$ cat src/rtl/reaction_timer_ctrl.sv
// reaction_timer_ctrl: reaction-timer control stage for the 1 kHz stopwatch chain.
// One clock is one millisecond. After a start press the block waits for a
// pseudo-random delay, lights the stimulus LED, and then counts milliseconds
// until a stop press. The result is held on ms_count for the BCD converter.
// Optional feature macro: REACTION_BEST_EN adds the best_ms output, which keeps
// the fastest valid reaction seen since reset.
module reaction_timer_ctrl #(
   parameter int unsigned MAX_COUNT  = 999999,
   parameter int unsigned DELAY_MIN  = 1000,
   parameter int unsigned DELAY_BITS = 12
) (
   input  logic        clock,
   input  logic        reset,
   input  logic        start,
   input  logic        stop,
   output logic [19:0] ms_count,
   output logic        stim_led,
   output logic        false_start
`ifdef REACTION_BEST_EN
   ,
   output logic [19:0] best_ms
`endif
);

   localparam logic [2:0] S_IDLE   = 3'd0;
   localparam logic [2:0] S_WAIT   = 3'd1;
   localparam logic [2:0] S_TIMING = 3'd2;
   localparam logic [2:0] S_DONE   = 3'd3;
   localparam logic [2:0] S_FOUL   = 3'd4;

   localparam logic [19:0] MAX_C   = 20'(MAX_COUNT);
   localparam logic [15:0] DMIN16  = 16'(DELAY_MIN);
   localparam logic [15:0] LFSR_SEED = 16'hACE1;

   // Button synchronizers and edge detect (released level is 1)
   logic start_s1_q, start_s2_q, start_prev_q;
   logic stop_s1_q, stop_s2_q, stop_prev_q;
   logic start_press, stop_press;

   // Pseudo-random source
   logic [15:0] lfsr_q;
   logic        lfsr_fb;

   // Control state and outputs
   logic [2:0]  state_q, state_d;
   logic [15:0] delay_q, delay_d;
   logic [19:0] ms_q, ms_d;
   logic        stim_q, stim_d;
   logic        foul_q, foul_d;
   logic [15:0] delay_load;
`ifdef REACTION_BEST_EN
   logic [19:0] best_q, best_d;
`endif

   // A press is the first cycle the synchronized level is seen low
   assign start_press = start_prev_q & ~start_s2_q;
   assign stop_press  = stop_prev_q  & ~stop_s2_q;

   // Taps x^16+x^14+x^13+x^11+1; a non-zero seed keeps it out of the all-zero lock-up
   assign lfsr_fb    = lfsr_q[15] ^ lfsr_q[13] ^ lfsr_q[12] ^ lfsr_q[10];
   assign delay_load = DMIN16 + 16'(lfsr_q[DELAY_BITS-1:0]);

   // Two-flop synchronizers plus previous-value flops for both buttons
   always_ff @(posedge clock or negedge reset) begin
      if (!reset) begin
         start_s1_q   <= 1'b1;
         start_s2_q   <= 1'b1;
         start_prev_q <= 1'b1;
         stop_s1_q    <= 1'b1;
         stop_s2_q    <= 1'b1;
         stop_prev_q  <= 1'b1;
      end else begin
         start_s1_q   <= start;
         start_s2_q   <= start_s1_q;
         start_prev_q <= start_s2_q;
         stop_s1_q    <= stop;
         stop_s2_q    <= stop_s1_q;
         stop_prev_q  <= stop_s2_q;
      end
   end

   // Free-running LFSR, stepped every clock regardless of state
   always_ff @(posedge clock or negedge reset) begin
      if (!reset) begin
         lfsr_q <= LFSR_SEED;
      end else begin
         lfsr_q <= {lfsr_q[14:0], lfsr_fb};
      end
   end

   // Next-state and output logic; stop has priority in WAIT/TIMING, start elsewhere
   always_comb begin
      state_d = state_q;
      delay_d = delay_q;
      ms_d    = ms_q;
      stim_d  = stim_q;
      foul_d  = foul_q;
`ifdef REACTION_BEST_EN
      best_d  = best_q;
`endif
      case (state_q)
         S_WAIT: begin
            if (stop_press) begin
               state_d = S_FOUL;
               foul_d  = 1'b1;
               ms_d    = 20'd0;
            end else if (delay_q == 16'd0) begin
               state_d = S_TIMING;
               stim_d  = 1'b1;
            end else begin
               delay_d = delay_q - 16'd1;
            end
         end
         S_TIMING: begin
            if (stop_press) begin
               state_d = S_DONE;
               stim_d  = 1'b0;
`ifdef REACTION_BEST_EN
               if (ms_q < best_q) begin
                  best_d = ms_q;
               end
`endif
            end else if (ms_q != MAX_C) begin
               ms_d = ms_q + 20'd1;
            end
         end
         default: begin
            // IDLE, DONE and FOUL all wait for a start press
            if (start_press) begin
               state_d = S_WAIT;
               delay_d = delay_load;
               ms_d    = 20'd0;
               foul_d  = 1'b0;
               stim_d  = 1'b0;
            end
         end
      endcase
   end

   // Control and output registers
   always_ff @(posedge clock or negedge reset) begin
      if (!reset) begin
         state_q <= S_IDLE;
         delay_q <= 16'd0;
         ms_q    <= 20'd0;
         stim_q  <= 1'b0;
         foul_q  <= 1'b0;
`ifdef REACTION_BEST_EN
         best_q  <= MAX_C;
`endif
      end else begin
         state_q <= state_d;
         delay_q <= delay_d;
         ms_q    <= ms_d;
         stim_q  <= stim_d;
         foul_q  <= foul_d;
`ifdef REACTION_BEST_EN
         best_q  <= best_d;
`endif
      end
   end

   assign ms_count    = ms_q;
   assign stim_led    = stim_q;
   assign false_start = foul_q;
`ifdef REACTION_BEST_EN
   assign best_ms     = best_q;
`endif

endmodule

$ cat config.mk
export PLATFORM = sky130hd
export DESIGN_NAME = reaction_timer_ctrl
export DESIGN_NICKNAME = d
export VERILOG_FILES = /design/src/rtl/reaction_timer_ctrl.sv
export SDC_FILE = /design/constraint.sdc
export NUM_CORES = 1
export LEC_CHECK = 0
export ABC_AREA = 1
export CELL_PAD_IN_SITES_DETAIL_PLACEMENT = 0
export CELL_PAD_IN_SITES_GLOBAL_PLACEMENT = 1
export CORE_ASPECT_RATIO = 1.25
export CORE_UTILIZATION = 47
export DETAILED_ROUTE_END_ITERATION = 16
export PLACE_DENSITY_LB_ADDON = 0.1
export SYNTH_ARGS = -nofsm -noshare
export SYNTH_HDL_FRONTEND = slang
export SYNTH_SLANG_ARGS = --single-unit
$ cat constraint.sdc
create_clock -name clock -period 3.2 [get_ports clock]
set_input_delay 0.64 -clock clock [delete_from_list [all_inputs] [get_ports clock]]
set_output_delay 0.64 -clock clock [all_outputs]
set_load 0.1 [all_outputs]
==> run summary <==
- DPL Wire Length: 5730 um
- Max IR drop VDD: 0.000288 V
- Antenna Violating Nets Remaining: 0
- total of buffers placed on input and output ports: 25
- share of Yosys cell area claimed by the top area cell type: 34.6%
- Reg-to-Reg Start: state_q[1]
- number of diodes added for antenna fixing: 0
- share of the clock period used by the worst path: 65.1%
- Worst Reg-to-Reg Cells: 8
- worst-path maximum fanout: 20
- number of distinct library cells after synthesis: 28
- unrepaired setup endpoints after global routing: false
- Relative slew margins: 46.3%
- worst clock skew: 0.0124 ns
- Internal: 1.47 mW
- Via density: 5.08
- placed cell count: 584
- part of the power in combinational logic: 41.4%
- most common library cell in the layout ignoring fill and taps: sky130_fd_sc_hd__nand2_1
- effective utilization at floorplan: 48.2%
- biggest area contributors in the synthesized netlist: sky130_fd_sc_hd__dfrtp_1, sky130_fd_sc_hd__nand2_1, sky130_fd_sc_hd__dfstp_2
- Finish-stage setup viols: 0
- r2r endpoint: ms_count[12]
- worst-case setup margin in the final layout: 1.12 ns
- register area: 1590 sq um
- number of buffers inserted during clock tree synthesis: 9
- worst slew pin tran: 0.805 ns
- share of final-layout standard cells stronger than drive strength 1: 14.4%
- area of the die: 7890 sq um
- Total Nets Final: 510
- Worst Setup Slack post-DPL: 1.10 ns
- Slew Viols, Final: 0
- CP endpoint: ms_count[12]
- clock transition time at the flip-flop clock pins of the worst setup and hold paths: 0.08 ns
- most area-hungry cell type in the Yosys netlist: sky130_fd_sc_hd__dfrtp_1
- Setup Buffers After CTS: 0
- Placed Instance Area: 3780 sq um
- number of synthesis warnings: 0
- vias in the first global route: 3,006
- WL final: 8050 um
- final design instance area without fill: 3950 sq um
- last weighted congestion value of the routability-driven placer: 0.863
- net switching share of the total power: 46.5%
- initial antenna violation count: 0
- proportion of synthesized chip area in sequential cells: 45.0%
- post-cts sizing count: 0
- Final Instance Count excl. Fillers: 600
- total number of clock tree sinks: 63
- max-capacitance violation count: 0
- worst reg-to-reg setup slack: 1.12 ns
- worst hold-check slack: 0.363 ns
- area of combinational cells with multiple inputs: 1670 sq um
- launch point of the worst path: state_q[1]
- mean cell area of the mapped netlist: 7.46 sq um
- growth of design area from synthesis to finish: 11.5%
- number of violations reported at the end of detailed-routing iteration 0: 110
- Startpoint Class: flip-flop
- remaining global-route overflow: 0
- clock network fraction of total power: 22.3%
- commonest cells after routing, fill and taps aside: sky130_fd_sc_hd__nand2_1, sky130_fd_sc_hd__nand3_1, sky130_fd_sc_hd__nor2_1
- cell area after technology mapping: 3540 sq um
- Residual DRC: 0
- Worst Path Arrival: 2.31 ns
- worst min-delay path class: reg2reg
- # rows: 35
- Data required, critical path: 3.43 ns
- TritonCTS clock tree: yes
- DIE WIDTH: 79.7 um
- Post-Route Setup TNS: 0 ns
- type of destination of the critical path: flip-flop
- placeable core region: 7360 sq um
- final-layout fill cell count: 740
- via count: 3,048
- run status: completed
- DIE HEIGHT: 99.1 um
- I/O pin count: 26
- wire length of the first global-routing pass: 13,700 um
- combined global-route utilization of all metal layers: 22.8%
- CTS H-Tree Depth: 3
- syn_nets: 482
- cts hold-fix bufs: 0
- number of synthesized register bits: 63
- total net switching power: 1.28 mW
- WS Path Type: reg2reg
- Clock Tree Root: sky130_fd_sc_hd__clkbuf_8
- Hold Fails Final Rpt: 0
- minimum period implied by the final worst setup slack: 2.08 ns
- leakage power: 1.94 nW
- power per cell area: 695 nW/um^2
- average wire per standard cell: 13.4 um
- clk buf depth: 2
- Achievable Freq: 480 MHz
- Flop pwr share: 36.2%
- first drt pass iteration count: 4
- pin count of the biggest net entering global routing: 64
- Clk Latency, worst-skew pair: 0.34 ns
- Syn Inst Count: 475
## registers in the layout (all words and copies together), names as in the netlist
signal,count
delay_q,16
stop_s2_q,1
false_start,1
ms_count,20
stop_prev_q,1
start_s2_q,1
lfsr_q,16
state_q,3
start_prev_q,1
start_s1_q,1
stim_led,1
stop_s1_q,1
## how the worst min path moves through the flow
stage          startpoint           to  slack [ns]  cells past startpoint
2_1_floorplan  lfsr_q[14]   lfsr_q[15]        0.33                      0
3_3_place_gp   lfsr_q[14]   lfsr_q[15]        0.34                      0
3_5_place_dp   lfsr_q[14]   lfsr_q[15]        0.34                      0
4_1_cts        lfsr_q[14]   lfsr_q[15]        0.36                      0
5_1_grt         stop_s2_q  stop_prev_q        0.38                      0
6_report       lfsr_q[14]   lfsr_q[15]        0.36                      0
## critical path: stages (launching register included)
cell	delay (ns)
sky130_fd_sc_hd__dfrtp_1	0.40
sky130_fd_sc_hd__inv_2	0.07
sky130_fd_sc_hd__nand3_2	0.33
sky130_fd_sc_hd__nor2_1	0.24
sky130_fd_sc_hd__nor2_1	0.09
sky130_fd_sc_hd__inv_1	0.52
sky130_fd_sc_hd__nand2_4	0.15
sky130_fd_sc_hd__nand2_1	0.10
sky130_fd_sc_hd__nand2_1	0.05
## synth_stat cells, drive strengths merged
library cell,n
nand3,61
dfrtp,49
ha,3
a211oi,1
dfstp,14
inv,53
clkbuf,2
nand2,156
a21oi,6
buf,7
xor2,14
nor3,7
o21ai,32
xnor2,4
nor2,56
nand3b,3
nor3b,2
nand4,5
## per-layer routing
| layer | GRT usage, % | vias up | wire (um) |
|---|---|---|---|
| met5 | 0 | - | 0 |
| li1 | - | 1563 | - |
| met3 | 4.54 | 13 | 186 |
| met2 | 40.9 | 41 | 4250 |
| met4 | 8.81 | 0 | 134 |
| met1 | 26.2 | 1431 | 3480 |
## power by group through the flow
stage	clock, mW	sequential, mW	combinational, mW
6_report	0.613	0.995	1.14
2_1_floorplan	0	1.12	0.849
3_3_place_gp	0	1.01	1.13
4_1_cts	0.637	0.995	1.16
5_1_grt	0.667	1.01	1.29
3_5_place_dp	0	1.01	1.15
## layout make-up
cell class / count / share of cell area (%)
Clock buffer: 9 / 3.13
Clock inverter: 7 / 1.20
Inverter: 53 / 5.03
Multi-Input combinational cell: 350 / 42.4
Sequential cell: 63 / 40.3
Tap cell: 92 / 2.91
Timing Repair Buffer: 26 / 5.00
## kinds of logic after synthesis
logic type | Yosys count | synth area share [%]
simple gates | 290 | 35.8
flops | 63 | 45.0
buf+inv | 62 | 7.77
compound gates | 39 | 5.90
xor+xnor | 18 | 4.45
fa+ha+maj | 3 | 1.06
## stage by stage
step,utilization [%],power (mW)
finish,53.7,2.75
global route,53.7,2.97
CTS,53.7,2.79
detailed placement,51.4,2.16
global placement,51.4,2.14
floorplan,-,1.97
(Power assumes the default switching activity.)
